===== src/rtl/jk_excitation_driver_pkg.sv =====
// Shared types and helpers for the JK excitation driver.
// FSM state encoding, jk_excite(), default sizing constants.
package jk_excitation_driver_pkg;

    localparam int WIDTH_DEF = 4;
    localparam int DEPTH_DEF = 4;
    localparam int CNT_W_DEF = 8;

    typedef enum logic [1:0] {
        IDLE  = 2'd0,
        DRIVE = 2'd1,
        CHECK = 2'd2
    } state_t;

    // Returns {j,k} that moves one JK lane from q to t.
    // Don't-cares resolve to 0, so j=k=1 (toggle) is never produced.
    function automatic logic [1:0] jk_excite(input logic q, input logic t);
        return {~q & t, q & ~t};
    endfunction

endpackage


===== src/rtl/jk_excitation_driver_sync_fifo.sv =====
// Synchronous FIFO for target vectors, no read bypass.
// Ports: clk, reset_n (async low), push/din, pop/dout, full, empty.
module jk_excitation_driver_sync_fifo #(
    parameter int WIDTH = 4,
    parameter int DEPTH = 4
) (
    input  logic             clk,
    input  logic             reset_n,
    input  logic             push,
    input  logic [WIDTH-1:0] din,
    input  logic             pop,
    output logic [WIDTH-1:0] dout,
    output logic             full,
    output logic             empty
);

    localparam int AW = $clog2(DEPTH);

    logic [WIDTH-1:0] mem [DEPTH];
    logic [AW:0]      wptr;
    logic [AW:0]      rptr;
    logic             do_push;
    logic             do_pop;

    // Extra pointer bit distinguishes full from empty.
    assign empty   = (wptr == rptr);
    assign full    = (wptr[AW] != rptr[AW]) &&
                     (wptr[AW-1:0] == rptr[AW-1:0]);
    assign do_push = push && !full;
    assign do_pop  = pop && !empty;
    assign dout    = mem[rptr[AW-1:0]];

    always_ff @(posedge clk or negedge reset_n) begin
        if (!reset_n) begin
            wptr <= '0;
            rptr <= '0;
        end else begin
            if (do_push) wptr <= wptr + 1'b1;
            if (do_pop)  rptr <= rptr + 1'b1;
        end
    end

    always_ff @(posedge clk) begin
        if (do_push) mem[wptr[AW-1:0]] <= din;
    end

endmodule


===== src/rtl/jk_excitation_driver.sv =====
// Drives j/k for a bank of JK lanes from buffered target vectors and
// checks the fed-back Q one cycle after the update.
// Ports: clk, reset_n (async low); in_valid/in_target/in_ready stream;
// q_fb lane feedback; j/k lane drive; busy, done, mismatch status;
// err_clr, err_sticky, err_count (saturating) error tracking.
import jk_excitation_driver_pkg::*;

module jk_excitation_driver #(
    parameter int WIDTH = WIDTH_DEF,
    parameter int DEPTH = DEPTH_DEF,
    parameter int CNT_W = CNT_W_DEF
) (
    input  logic             clk,
    input  logic             reset_n,
    input  logic             in_valid,
    input  logic [WIDTH-1:0] in_target,
    output logic             in_ready,
    input  logic [WIDTH-1:0] q_fb,
    output logic [WIDTH-1:0] j,
    output logic [WIDTH-1:0] k,
    output logic             busy,
    output logic             done,
    output logic             mismatch,
    input  logic             err_clr,
    output logic             err_sticky,
    output logic [CNT_W-1:0] err_count
);

    state_t           state;
    state_t           state_nxt;
    logic             pop;
    logic             fifo_full;
    logic             fifo_empty;
    logic [WIDTH-1:0] fifo_dout;
    logic [WIDTH-1:0] target_q;
    logic [WIDTH-1:0] j_nxt;
    logic [WIDTH-1:0] k_nxt;
    logic             miss_now;

    assign in_ready = !fifo_full;
    assign busy     = (state != IDLE) || !fifo_empty;
    assign miss_now = (state == CHECK) && (q_fb != target_q);

    jk_excitation_driver_sync_fifo #(
        .WIDTH (WIDTH),
        .DEPTH (DEPTH)
    ) u_fifo (
        .clk     (clk),
        .reset_n (reset_n),
        .push    (in_valid && in_ready),
        .din     (in_target),
        .pop     (pop),
        .dout    (fifo_dout),
        .full    (fifo_full),
        .empty   (fifo_empty)
    );

    always_ff @(posedge clk or negedge reset_n) begin
        if (!reset_n) state <= IDLE;
        else          state <= state_nxt;
    end

    always_comb begin
        state_nxt = state;
        pop       = 1'b0;
        unique case (state)
            IDLE: begin
                if (!fifo_empty) begin
                    pop       = 1'b1;
                    state_nxt = DRIVE;
                end
            end
            DRIVE:   state_nxt = CHECK;
            CHECK:   state_nxt = IDLE;
            default: state_nxt = IDLE;
        endcase
    end

    always_comb begin
        j_nxt = '0;
        k_nxt = '0;
        for (int i = 0; i < WIDTH; i++) begin
            {j_nxt[i], k_nxt[i]} = jk_excite(q_fb[i], fifo_dout[i]);
        end
    end

    // j/k are live only for the cycle after a pop; zero otherwise.
    always_ff @(posedge clk or negedge reset_n) begin
        if (!reset_n) begin
            j        <= '0;
            k        <= '0;
            target_q <= '0;
            done     <= 1'b0;
            mismatch <= 1'b0;
        end else begin
            j        <= '0;
            k        <= '0;
            done     <= 1'b0;
            mismatch <= 1'b0;
            if (pop) begin
                j        <= j_nxt;
                k        <= k_nxt;
                target_q <= fifo_dout;
            end
            if (state == CHECK) begin
                done     <= 1'b1;
                mismatch <= miss_now;
            end
        end
    end

    // A mismatch on the same edge as err_clr restarts the count at 1.
    always_ff @(posedge clk or negedge reset_n) begin
        if (!reset_n) begin
            err_sticky <= 1'b0;
            err_count  <= '0;
        end else if (miss_now) begin
            err_sticky <= 1'b1;
            if (err_clr)
                err_count <= {{(CNT_W-1){1'b0}}, 1'b1};
            else if (err_count != {CNT_W{1'b1}})
                err_count <= err_count + 1'b1;
        end else if (err_clr) begin
            err_sticky <= 1'b0;
            err_count  <= '0;
        end
    end

endmodule


===== config.mk =====
export PLATFORM = sky130hd
export DESIGN_NAME = jk_excitation_driver
export DESIGN_NICKNAME = d
export VERILOG_FILES = /design/src/rtl/jk_excitation_driver_pkg.sv /design/src/rtl/jk_excitation_driver_sync_fifo.sv /design/src/rtl/jk_excitation_driver.sv
export SDC_FILE = /design/constraint.sdc
export NUM_CORES = 1
export LEC_CHECK = 0
export CORE_UTILIZATION = 45
export DETAILED_ROUTE_END_ITERATION = 10
export PLACE_DENSITY = 0.69
export SLEW_MARGIN = 20
export SYNTH_ARGS = -nofsm -noshare
export SYNTH_HDL_FRONTEND = slang
export SYNTH_SLANG_ARGS = --single-unit

===== constraint.sdc =====
create_clock -name clk -period 4.6 [get_ports clk]
set_clock_uncertainty 0.1 [all_clocks]
set_input_delay 0.92 -clock clk [delete_from_list [all_inputs] [get_ports clk]]
set_output_delay 0.92 -clock clk [all_outputs]
set_load 0.03 [all_outputs]

==> out/metrics.cfg <==
[run_status]
outcome = finished, final reports clean

[clock_tree]
postCtsSetupBuffers = 0
cts_tree = built
clockBufferDepth = 2
cts_hold_buf = 0
cts-root-buf = clkbuf_8
cts_made_buffers = 5
h-tree-depth = 2
clk_latency_ps = 290
cts.reportedPaths.clkPinSlew_ps = 80
cts_resized = 0
clkSinkCount = 47

[layout]
drive_above_1_share = 0.104
synthToLayoutAreaGrowth_pct = 22.5
n_antenna_cell = 0
mostFrequentLayoutCell = clkdlybuf4s50_1
most-common-layout-cells = 32 x clkdlybuf4s50_1, 31 x dfrtp_1, 16 x edfxtp_1
post-route-util = 0.575
fin_nets = 200
finalNonFillerCells = 235

[setup_path]
start_kind = register
end_kind = output pin
path_cells = xnor2_2 > nand4_1 > clkdlybuf4s50_1
worstSetupPathType = register to output pin
path_buf_inv = 1
worstPathArrival_ps = 1950
crit_family = buffers and inverters
cp.required_ps = 3580
crit_cells = 3
cp_slowest_cell = clkdlybuf4s50_1
cp_max_fo = 7
cpPeakStageDelay_ps = 620
r2r_cells = 5

[logic_synthesis]
async_flop_share = 0.660
synth-edff-count = 16
syn_area_um2 = 2060
synth_cells = 146
yosysWarnings = 0
avgSynthCellArea_um2 = 14.1
yosysSeqAreaShare = 0.610
synth_ff_type = dfrtp_1
syn-num-nets = 164
ys_types = 38
ys_seq_elements = 47

[timing]
rsz0062_at_grt = no
setup_viol = 0
slew_headroom = 0.421
min_period_ps = 2970
tns_ps = 0
worst_pin_slew_ps = 859
hold_viol_final = 0
fmax_ghz = 0.337
drv_slew = 0
fin_crit_sh = 0.646

[drt]
firstDrtPassIters = 3
drt_iter0_markers = 87
routed_wl_um = 3420
via_per_inst = 5.26
routedWlPerCell_um = 14.5
ant_nets = 0
drc = 0
vias = 1237

[global_routing]
grt_pass1_wl_um = 6040
grt_antenna_before_repair = 0
gr-usage-met1 = 0.189
overflow = 0
grt_use_met3 = 0.0494
grt_max_degree = 32
grt_most_used_layer = met2
grt_usage = 0.162
use_met2 = 0.286
grt_pass1_vias = 1271

[min_path]
hp-class = register to register
min_path_cells = 1

[power_and_ir_drop]
cellPowerDensity_nw_per_um2 = 631
ir_worst_vdd_v = 0.000348
p_leak_uw = 0.00105

[floorplanning]
start_util = 0.469
dieArea_um2 = 4850
die_h_um = 69.6
die_w_um = 69.6
coreArea_um2 = 4380
row_count = 24
ios = 33

[flow_run]
cap_viol_max_count = 0

[place]
gp_congestion = 0.855
dp_hpwl_um = 2500
numPortBuffers = 32
dpl.cell_count = 227

sequential cells by signal (all words and copies together), names as in the netlist:
name and count:
u_fifo.mem 16, err_count 8, j 4, k 4, target_q 4, u_fifo.rptr 3, u_fifo.wptr 3, state 2
done 1, err_sticky 1, mismatch 1
layout make-up:
type / count / area (µm²)
tap: 52 / 65.1
fill: 356 / 1860
multi-input combinational: 85 / 734
timing repair buffer: 33 / 328
sequential: 47 / 1260
clock buffer: 8 / 100
inverter: 10 / 37.5
cell families (layout without fill, tap and decap cells):
kind of cell	count (synthesis)	count (layout)	share of synthesized area
xor+xnor	12	12	0.0584
simple gates	37	37	0.103
mux	5	5	0.0565
buf+inv	14	51	0.0328
flops	47	47	0.610
compound gates	25	25	0.102
fa+ha+maj	6	6	0.0365
final timing paths:
check | startpoint | slack, ps | end
max in group asynchronous | reset_n | 3210 | u_fifo.wptr[2]
max reg2reg | target_q[0] | 2430 | err_count[2]
min reg2reg | err_sticky | 400 | err_sticky
min | err_sticky | 400 | err_sticky
min in group asynchronous | reset_n | 910 | j[2]
max | u_fifo.rptr[0] | 1630 | busy
metal layers:
| metal | vias up | part of all wire |
|---|---|---|
| li1 | 601 | - |
| met4 | 0 | 0.011 |
| met3 | 5 | 0.034 |
| met2 | 21 | 0.52 |
| met5 | - | 0 |
| met1 | 610 | 0.43 |
synth_stat cells (2+ instances only):
master / instances / area, µm²
nand3_1: 3 / 15.0
a311oi_1: 2 / 17.5
o21ai_0: 6 / 30.0
o41ai_1: 2 / 17.5
a21oi_1: 5 / 25.0
ha_1: 6 / 75.1
nand4_1: 2 / 12.5
and3b_2: 4 / 40.0
mux4_1: 4 / 105
nand2_1: 8 / 30.0
xnor2_1: 3 / 26.3
o311ai_0: 2 / 17.5
buf_4: 2 / 15.0
and3_1: 2 / 12.5
and2_1: 5 / 31.3
xor2_1: 7 / 61.3
nor2_1: 7 / 26.3
xnor2_2: 2 / 32.5
edfxtp_1: 16 / 480
inv_1: 10 / 37.5
dfrtp_1: 31 / 776
power breakdown:
part | switching (µW) | leakage, µW | total (µW) | internal (µW)
registers | 103 | 0.000550 | 670 | 567
logic | 370 | 0.000448 | 657 | 287
clock network | 126 | 0.0000515 | 264 | 137
metrics by stage:
step | hold WS (ps) | power, µW | setup slack [ps] | instance area (µm²)
final | 396 | 1590 | 1630 | 2520
after CTS | 402 | 1610 | 1590 | 2520
after floorplan | 391 | 1150 | 2400 | 2060
after global placement | 383 | 1310 | 1530 | 2420
after detailed placement | 383 | 1350 | 1450 | 2420
after global routing | 424 | 1690 | 1530 | 2520
Power figures use the tool's default switching activity.
